**src/rtl/alu_sched_if.sv**
```systemverilog
// Requester-side request/response bundle for alu_sched: per-requester
// valid/ready request channel plus one-hot response channel with a shared data bus.
interface alu_sched_if #(
    parameter int DATA_WIDTH = 32,
    parameter int NUM_REQ    = 4
);
    logic [NUM_REQ-1:0]                 req_valid_i;
    logic [NUM_REQ-1:0]                 req_ready_o;
    logic [NUM_REQ-1:0][1:0]            req_op_i;
    logic [NUM_REQ-1:0][DATA_WIDTH-1:0] req_a_i;
    logic [NUM_REQ-1:0][DATA_WIDTH-1:0] req_b_i;
    logic [NUM_REQ-1:0]                 rsp_valid_o;
    logic [NUM_REQ-1:0]                 rsp_ready_i;
    logic [DATA_WIDTH-1:0]              rsp_data_o;

    modport slave (
        input  req_valid_i, req_op_i, req_a_i, req_b_i, rsp_ready_i,
        output req_ready_o, rsp_valid_o, rsp_data_o
    );

    modport master (
        output req_valid_i, req_op_i, req_a_i, req_b_i, rsp_ready_i,
        input  req_ready_o, rsp_valid_o, rsp_data_o
    );
endinterface

```
**src/rtl/alu_sched.sv**
```systemverilog
// Purpose: time-multiplexes one external combinational ALU across NUM_REQ requesters.
// Latency: accept in T, ALU driven in T+1, response valid from T+2; 3-cycle minimum period.
// Backpressure: response held with stable data until the owner's rsp_ready_i; no accepts meanwhile.
// ALU_SCHED_FIXED_PRIO_EN: lowest-index fixed priority instead of round-robin.
module alu_sched #(
    parameter int DATA_WIDTH = 32,
    parameter int NUM_REQ    = 4
) (
    input  logic                  clk,
    input  logic                  rst_n,
    alu_sched_if.slave            req_if,
    output logic [1:0]            alu_op_o,
    output logic [DATA_WIDTH-1:0] alu_a_o,
    output logic [DATA_WIDTH-1:0] alu_b_o,
    input  logic [DATA_WIDTH-1:0] alu_c_i,
    output logic                  busy_o
);

    localparam int IDW = (NUM_REQ > 1) ? $clog2(NUM_REQ) : 1;

    typedef enum logic [1:0] {
        IDLE = 2'd0,
        EXEC = 2'd1,
        RESP = 2'd2
    } state_e;

    typedef struct packed {
        logic [1:0]            op;
        logic [DATA_WIDTH-1:0] a;
        logic [DATA_WIDTH-1:0] b;
    } opnd_t;

    state_e                state_q, state_d;
    opnd_t                 opnd_q, opnd_d;
    logic [DATA_WIDTH-1:0] res_q, res_d;
    logic [IDW-1:0]        id_q, id_d;
    logic [NUM_REQ-1:0]    rsp_vld_q, rsp_vld_d;
    logic                  busy_q, busy_d;
`ifndef ALU_SCHED_FIXED_PRIO_EN
    logic [IDW-1:0]        ptr_q, ptr_d;
    logic [IDW:0]          cand;
`endif

    logic                  gnt_vld;
    logic [IDW-1:0]        gnt_id;
    logic [NUM_REQ-1:0]    req_rdy;

    // Descending scan so the last hit is the highest-priority candidate.
    always_comb begin
        gnt_vld = 1'b0;
        gnt_id  = '0;
`ifdef ALU_SCHED_FIXED_PRIO_EN
        for (int i = NUM_REQ - 1; i >= 0; i--) begin
            if (req_if.req_valid_i[IDW'(i)]) begin
                gnt_vld = 1'b1;
                gnt_id  = IDW'(i);
            end
        end
`else
        cand = '0;
        for (int i = NUM_REQ - 1; i >= 0; i--) begin
            cand = {1'b0, ptr_q} + (IDW+1)'(i);
            if (cand >= (IDW+1)'(NUM_REQ)) begin
                cand = cand - (IDW+1)'(NUM_REQ);
            end
            if (req_if.req_valid_i[cand[IDW-1:0]]) begin
                gnt_vld = 1'b1;
                gnt_id  = cand[IDW-1:0];
            end
        end
`endif
    end

    always_comb begin
        req_rdy = '0;
        if (rst_n && (state_q == IDLE) && gnt_vld) begin
            req_rdy[gnt_id] = 1'b1;
        end
    end

    always_comb begin
        state_d   = state_q;
        opnd_d    = opnd_q;
        res_d     = res_q;
        id_d      = id_q;
        rsp_vld_d = rsp_vld_q;
        busy_d    = busy_q;
`ifndef ALU_SCHED_FIXED_PRIO_EN
        ptr_d     = ptr_q;
`endif
        case (state_q)
            IDLE: begin
                if (gnt_vld) begin
                    opnd_d.op = req_if.req_op_i[gnt_id];
                    opnd_d.a  = req_if.req_a_i[gnt_id];
                    opnd_d.b  = req_if.req_b_i[gnt_id];
                    id_d      = gnt_id;
                    busy_d    = 1'b1;
                    state_d   = EXEC;
`ifndef ALU_SCHED_FIXED_PRIO_EN
                    ptr_d     = (gnt_id == IDW'(NUM_REQ - 1)) ? '0 : gnt_id + 1'b1;
`endif
                end
            end
            EXEC: begin
                // Operand registers double as the ALU drive, so clear them once consumed.
                res_d           = alu_c_i;
                opnd_d          = '0;
                rsp_vld_d       = '0;
                rsp_vld_d[id_q] = 1'b1;
                state_d         = RESP;
            end
            RESP: begin
                if (req_if.rsp_ready_i[id_q]) begin
                    rsp_vld_d = '0;
                    busy_d    = 1'b0;
                    state_d   = IDLE;
                end
            end
            default: begin
                state_d = IDLE;
            end
        endcase
    end

    always_ff @(posedge clk or negedge rst_n) begin
        if (!rst_n) begin
            state_q   <= IDLE;
            opnd_q    <= '0;
            res_q     <= '0;
            id_q      <= '0;
            rsp_vld_q <= '0;
            busy_q    <= 1'b0;
`ifndef ALU_SCHED_FIXED_PRIO_EN
            ptr_q     <= '0;
`endif
        end else begin
            state_q   <= state_d;
            opnd_q    <= opnd_d;
            res_q     <= res_d;
            id_q      <= id_d;
            rsp_vld_q <= rsp_vld_d;
            busy_q    <= busy_d;
`ifndef ALU_SCHED_FIXED_PRIO_EN
            ptr_q     <= ptr_d;
`endif
        end
    end

    assign req_if.req_ready_o = req_rdy;
    assign req_if.rsp_valid_o = rsp_vld_q;
    assign req_if.rsp_data_o  = res_q;
    assign alu_op_o           = opnd_q.op;
    assign alu_a_o            = opnd_q.a;
    assign alu_b_o            = opnd_q.b;
    assign busy_o             = busy_q;

endmodule

```
**src/flat_wrapper.sv**
```systemverilog
// flat-port wrapper written by rule: the top's interface ports become plain ports
module alu_sched_flat 
#(
    parameter int DATA_WIDTH = 32,
    parameter int NUM_REQ    = 4
)
  (clk, rst_n, alu_op_o, alu_a_o, alu_b_o, alu_c_i, busy_o, req_if_req_valid_i, req_if_req_op_i, req_if_req_a_i, req_if_req_b_i, req_if_rsp_ready_i, req_if_req_ready_o, req_if_rsp_valid_o, req_if_rsp_data_o);
  alu_sched_if #(.DATA_WIDTH(DATA_WIDTH), .NUM_REQ(NUM_REQ)) req_if_i ();
  input  logic clk;
  input  logic rst_n;
  output logic [1:0] alu_op_o;
  output logic [DATA_WIDTH-1:0] alu_a_o;
  output logic [DATA_WIDTH-1:0] alu_b_o;
  input  logic [DATA_WIDTH-1:0] alu_c_i;
  output logic busy_o;
  input wire logic [$bits(req_if_i.req_valid_i)-1:0] req_if_req_valid_i;
  input wire logic [$bits(req_if_i.req_op_i)-1:0] req_if_req_op_i;
  input wire logic [$bits(req_if_i.req_a_i)-1:0] req_if_req_a_i;
  input wire logic [$bits(req_if_i.req_b_i)-1:0] req_if_req_b_i;
  input wire logic [$bits(req_if_i.rsp_ready_i)-1:0] req_if_rsp_ready_i;
  output wire logic [$bits(req_if_i.req_ready_o)-1:0] req_if_req_ready_o;
  output wire logic [$bits(req_if_i.rsp_valid_o)-1:0] req_if_rsp_valid_o;
  output wire logic [$bits(req_if_i.rsp_data_o)-1:0] req_if_rsp_data_o;
  assign req_if_i.req_valid_i = req_if_req_valid_i;
  assign req_if_i.req_op_i = req_if_req_op_i;
  assign req_if_i.req_a_i = req_if_req_a_i;
  assign req_if_i.req_b_i = req_if_req_b_i;
  assign req_if_i.rsp_ready_i = req_if_rsp_ready_i;
  assign req_if_req_ready_o = req_if_i.req_ready_o;
  assign req_if_rsp_valid_o = req_if_i.rsp_valid_o;
  assign req_if_rsp_data_o = req_if_i.rsp_data_o;
  alu_sched #(.DATA_WIDTH(DATA_WIDTH), .NUM_REQ(NUM_REQ)) u_core (.clk(clk), .rst_n(rst_n), .req_if(req_if_i), .alu_op_o(alu_op_o), .alu_a_o(alu_a_o), .alu_b_o(alu_b_o), .alu_c_i(alu_c_i), .busy_o(busy_o));
endmodule
```
**config.mk**
```make
export PLATFORM = sky130hd
export DESIGN_NAME = alu_sched_flat
export DESIGN_NICKNAME = d
export VERILOG_FILES = /design/src/rtl/alu_sched_if.sv /design/src/rtl/alu_sched.sv /design/src/flat_wrapper.sv
export SDC_FILE = /design/constraint.sdc
export NUM_CORES = 1
export LEC_CHECK = 0
export ABC_AREA = 1
export ABC_CLOCK_PERIOD_IN_PS = 3000
export CAP_MARGIN = 20
export CELL_PAD_IN_SITES_DETAIL_PLACEMENT = 0
export CELL_PAD_IN_SITES_GLOBAL_PLACEMENT = 1
export CORE_MARGIN = 3
export CORE_UTILIZATION = 25
export DETAILED_ROUTE_END_ITERATION = 16
export PLACE_DENSITY_LB_ADDON = 0.1
export SKIP_LAST_GASP = 1
export SLEW_MARGIN = 20
export SYNTH_ARGS = -nofsm -noshare
export SYNTH_HDL_FRONTEND = slang
export SYNTH_SLANG_ARGS = --single-unit
```
**constraint.sdc**
```tcl
create_clock -name clk -period 3 [get_ports clk]
set_clock_uncertainty 0.05 [all_clocks]
set_input_delay 0.6 -clock clk [delete_from_list [all_inputs] [get_ports clk]]
set_output_delay 0.6 -clock clk [all_outputs]
set_load 0.03 [all_outputs]
```
==> results.md, run 1 <==
* Min cycle time layout at 2850 ps
* Largest net degree at the start of global routing at 128
* RePlAce Congestion at around 0.81
* Routed WL at around 30000 um
* CTS tree: done
* Vias per inst at ~4.7
* CTS root buf: clkbuf_16
* Max-slew violation count at 0
* Unrepaired setup endpoints after global routing: false
* Startpoint type of the worst setup path: flip-flop
* Most frequent cells in the layout: clkdlybuf4s50_1, nand3_1, nand2_1, dfrtp_1, inv_1
* 1st-iter DRT viols at 340
* Final hold vios at 0
* Reg2reg setup slack at 560 ps
* Initial DRT Pass Iterations at 5
* Core Footprint at between 0.02 and 0.03 mm2
* Post-route setup TNS at 0 ps
* Final HPWL DP at around 21000 um
* Nets at roughly 1600
* Top Usage Layer GRT: met2
* Reg2reg path depth at 13
* Syn Nets at between 1000 and 1500
* I/O Buffers at between 400 and 500
* Vias in the first global route at about 7700
* Worst slew pin tran at around 800 ps
* Initial antenna violation count at 1
* Met2 Use GR at 0.345
* Post-DP Area at 0.0113 mm2
* Die Ht at 171 um
* CP Capture Type: output port
* First-pass GRT wire length at about 45000 um
* Finished layout cell area at around 0.012 mm2
* Clock latency on the worst-skew pair at 370 ps
* Share of post-route cells with drive strength above 1 at 0.0879
* GR Util met1 at 0.234
* Synth cell types at 26
* Max Clk Rate at 351 MHz
* Worst Path Arrival at roughly 2200 ps
* Leak Pwr at roughly 5.4 nW
* CTS Buf Count at 9
* Site row count at 59
* Seq/Total Area, Yosys at 0.399
* Tot GR Track Use at 0.195
* Post-Synthesis Cells at 960
* Die area at a little under 0.03 mm2
* Htree depth at 3
* IO Count at 413
* Clock sink count at about 110
* Commonest non-fill, non-tap cell in the layout: clkdlybuf4s50_1
* DR WL/cell at 17.9 um
* Pwr/cell area at 1260 mW/mm2
* Clock Path Buffers at 2
* Hold_buf cts at 0
* Status: completed
* CP startpoint: u_core.ptr_q[0]
* Critical Path RT at 2350 ps
* Peak supply drop at roughly 1.2 mV
* Setup Viol. Count Final at 0
* Met3 usage at 0.0556
* Max-slew headroom at 0.463
* Yosys reg bits at 109
* Post-route ant nets at 0
* Die X at between 150 and 200 um
* Crit-path max FO at 4
* Critical path class: flip-flop to output port
* FF-to-FF Start: u_core.ptr_q[0]
* Mapped Area at roughly 0.0068 mm2
* R2R Path End: u_core.alu_b_o[30]
* Worst min-delay path class: primary input to asynchronous set/reset pin
* Synth Area per Inst at 7.13 um2
* DRC at 0
* Overall Power at between 10 and 15 mW
* Synth warnings at 0
* Total grt overflow at 0
* Synthesis-to-finish area growth at 72.1%
* Max cap viols at 0
* Initial core utilization at 0.258
* Fin crit share at 0.950
* DR vias at 7937
* Clock-pin slew on the worst setup and hold paths at ~100 ps
[per-stage QoR]
step           setup WS [ps]  hold slack (ps)  std cells   util
2_1_floorplan            194              254        960      -
3_3_place_gp           -3.70              420       1659  0.427
3_5_place_dp           -15.6              430       1659  0.427
4_1_cts                 3.85              103       1675  0.440
5_1_grt                 29.3              106       1679  0.444
6_report                 150             96.7       1679  0.444
[cells by family after synthesis]
group / share of synthesized area
compound gates: 0.0152
flops: 0.399
fa+ha+maj: 0.00732
mux: 0.0527
buf+inv: 0.0993
simple gates: 0.427
[state kept, by name, summed over array words and instances, names as in the netlist]
| register | cells |
|---|---|
| u_core.alu_op_o | 2 |
| u_core.ptr_q | 2 |
| u_core.id_q | 2 |
| u_core.req_if.rsp_data_o | 32 |
| u_core.alu_a_o | 32 |
| u_core.state_q | 2 |
| u_core.alu_b_o | 32 |
| u_core.busy_o | 1 |
| u_core.req_if.rsp_valid_o | 4 |
[per-layer routing]
layer  vias up  wire length [um]
met5         -                 0
met4         0               510
met3        24              2290
met2       262             15100
met1      3717             12100
li1       3934                 -
[where the power goes]
group | switching [mW] | internal [mW] | total [mW]
clock | 0.704 | 0.616 | 1.32
sequential | 0.380 | 2.23 | 2.61
combinational | 6.81 | 4.08 | 10.9
total | 7.89 | 6.93 | 14.8
[what timing repair did]
| action | in CTS | in global routing |
|---|---|---|
| buffers inserted | 0 | 3 |
| gates resized for setup | 7 | 19 |
| pin swaps | 1 | 9 |
| endpoints found under the setup margin | 3 | 4 |
[final cells by class]
cell class / count / area, um2
Multi-Input combinational cell: 692 / 3550
Antenna cell: 1 / 2.50
Sequential cell: 109 / 2730
Clock buffer: 9 / 225
Inverter: 82 / 313
Tap cell: 335 / 419
Fill cell: 2736 / 14700
Clock inverter: 7 / 93.8
Timing Repair Buffer: 444 / 4440
[critical path, stage by stage (launching register included)]
cell and delay [ps]:
dfrtp_2 450, buf_2 180, nand2_1 80, nand2_1 60
nand2_1 110, nand3_2 110, nor2_4 160, nor2_2 60
nor2_4 170, ha_4 150, inv_1 30, nor2_1 100
buf_4 180
[worst max path at each step]
stage / depth (start not counted) / slack [ps] / endpoint
detailed placement: 14 / -20 / req_if_req_ready_o[1]
finish: 12 / 150 / req_if_req_ready_o[0]
global placement: 14 / -4 / req_if_req_ready_o[3]
global route: 12 / 30 / req_if_req_ready_o[1]
CTS: 13 / 4 / req_if_req_ready_o[1]
floorplan: 11 / 190 / req_if_req_ready_o[0]
[cell usage after synthesis (all sizes together)]
library cell | count | area [um2]
buf | 55 | 287
mux2 | 32 | 360
inv | 82 | 310
clkbuf | 22 | 82.6
nand4 | 1 | 6.26
o21bai | 1 | 7.51
a22oi | 1 | 7.51
nand2 | 247 | 930
dfrtp | 109 | 2730
a31oi | 1 | 6.26
nor2 | 18 | 92.6
o21ai | 8 | 62.6
a21oi | 1 | 5.00
ha | 4 | 50.1
o31ai | 2 | 15.0
nand3 | 376 | 1890
Note: power is estimated with default switching activity, not from simulation.
==> run 2, diff against run 1 <==
SLEW_MARGIN = not set   (was 20)
==> results of run 2 <==
No change in the layout: final DEF, timing and power equal those of run 1.
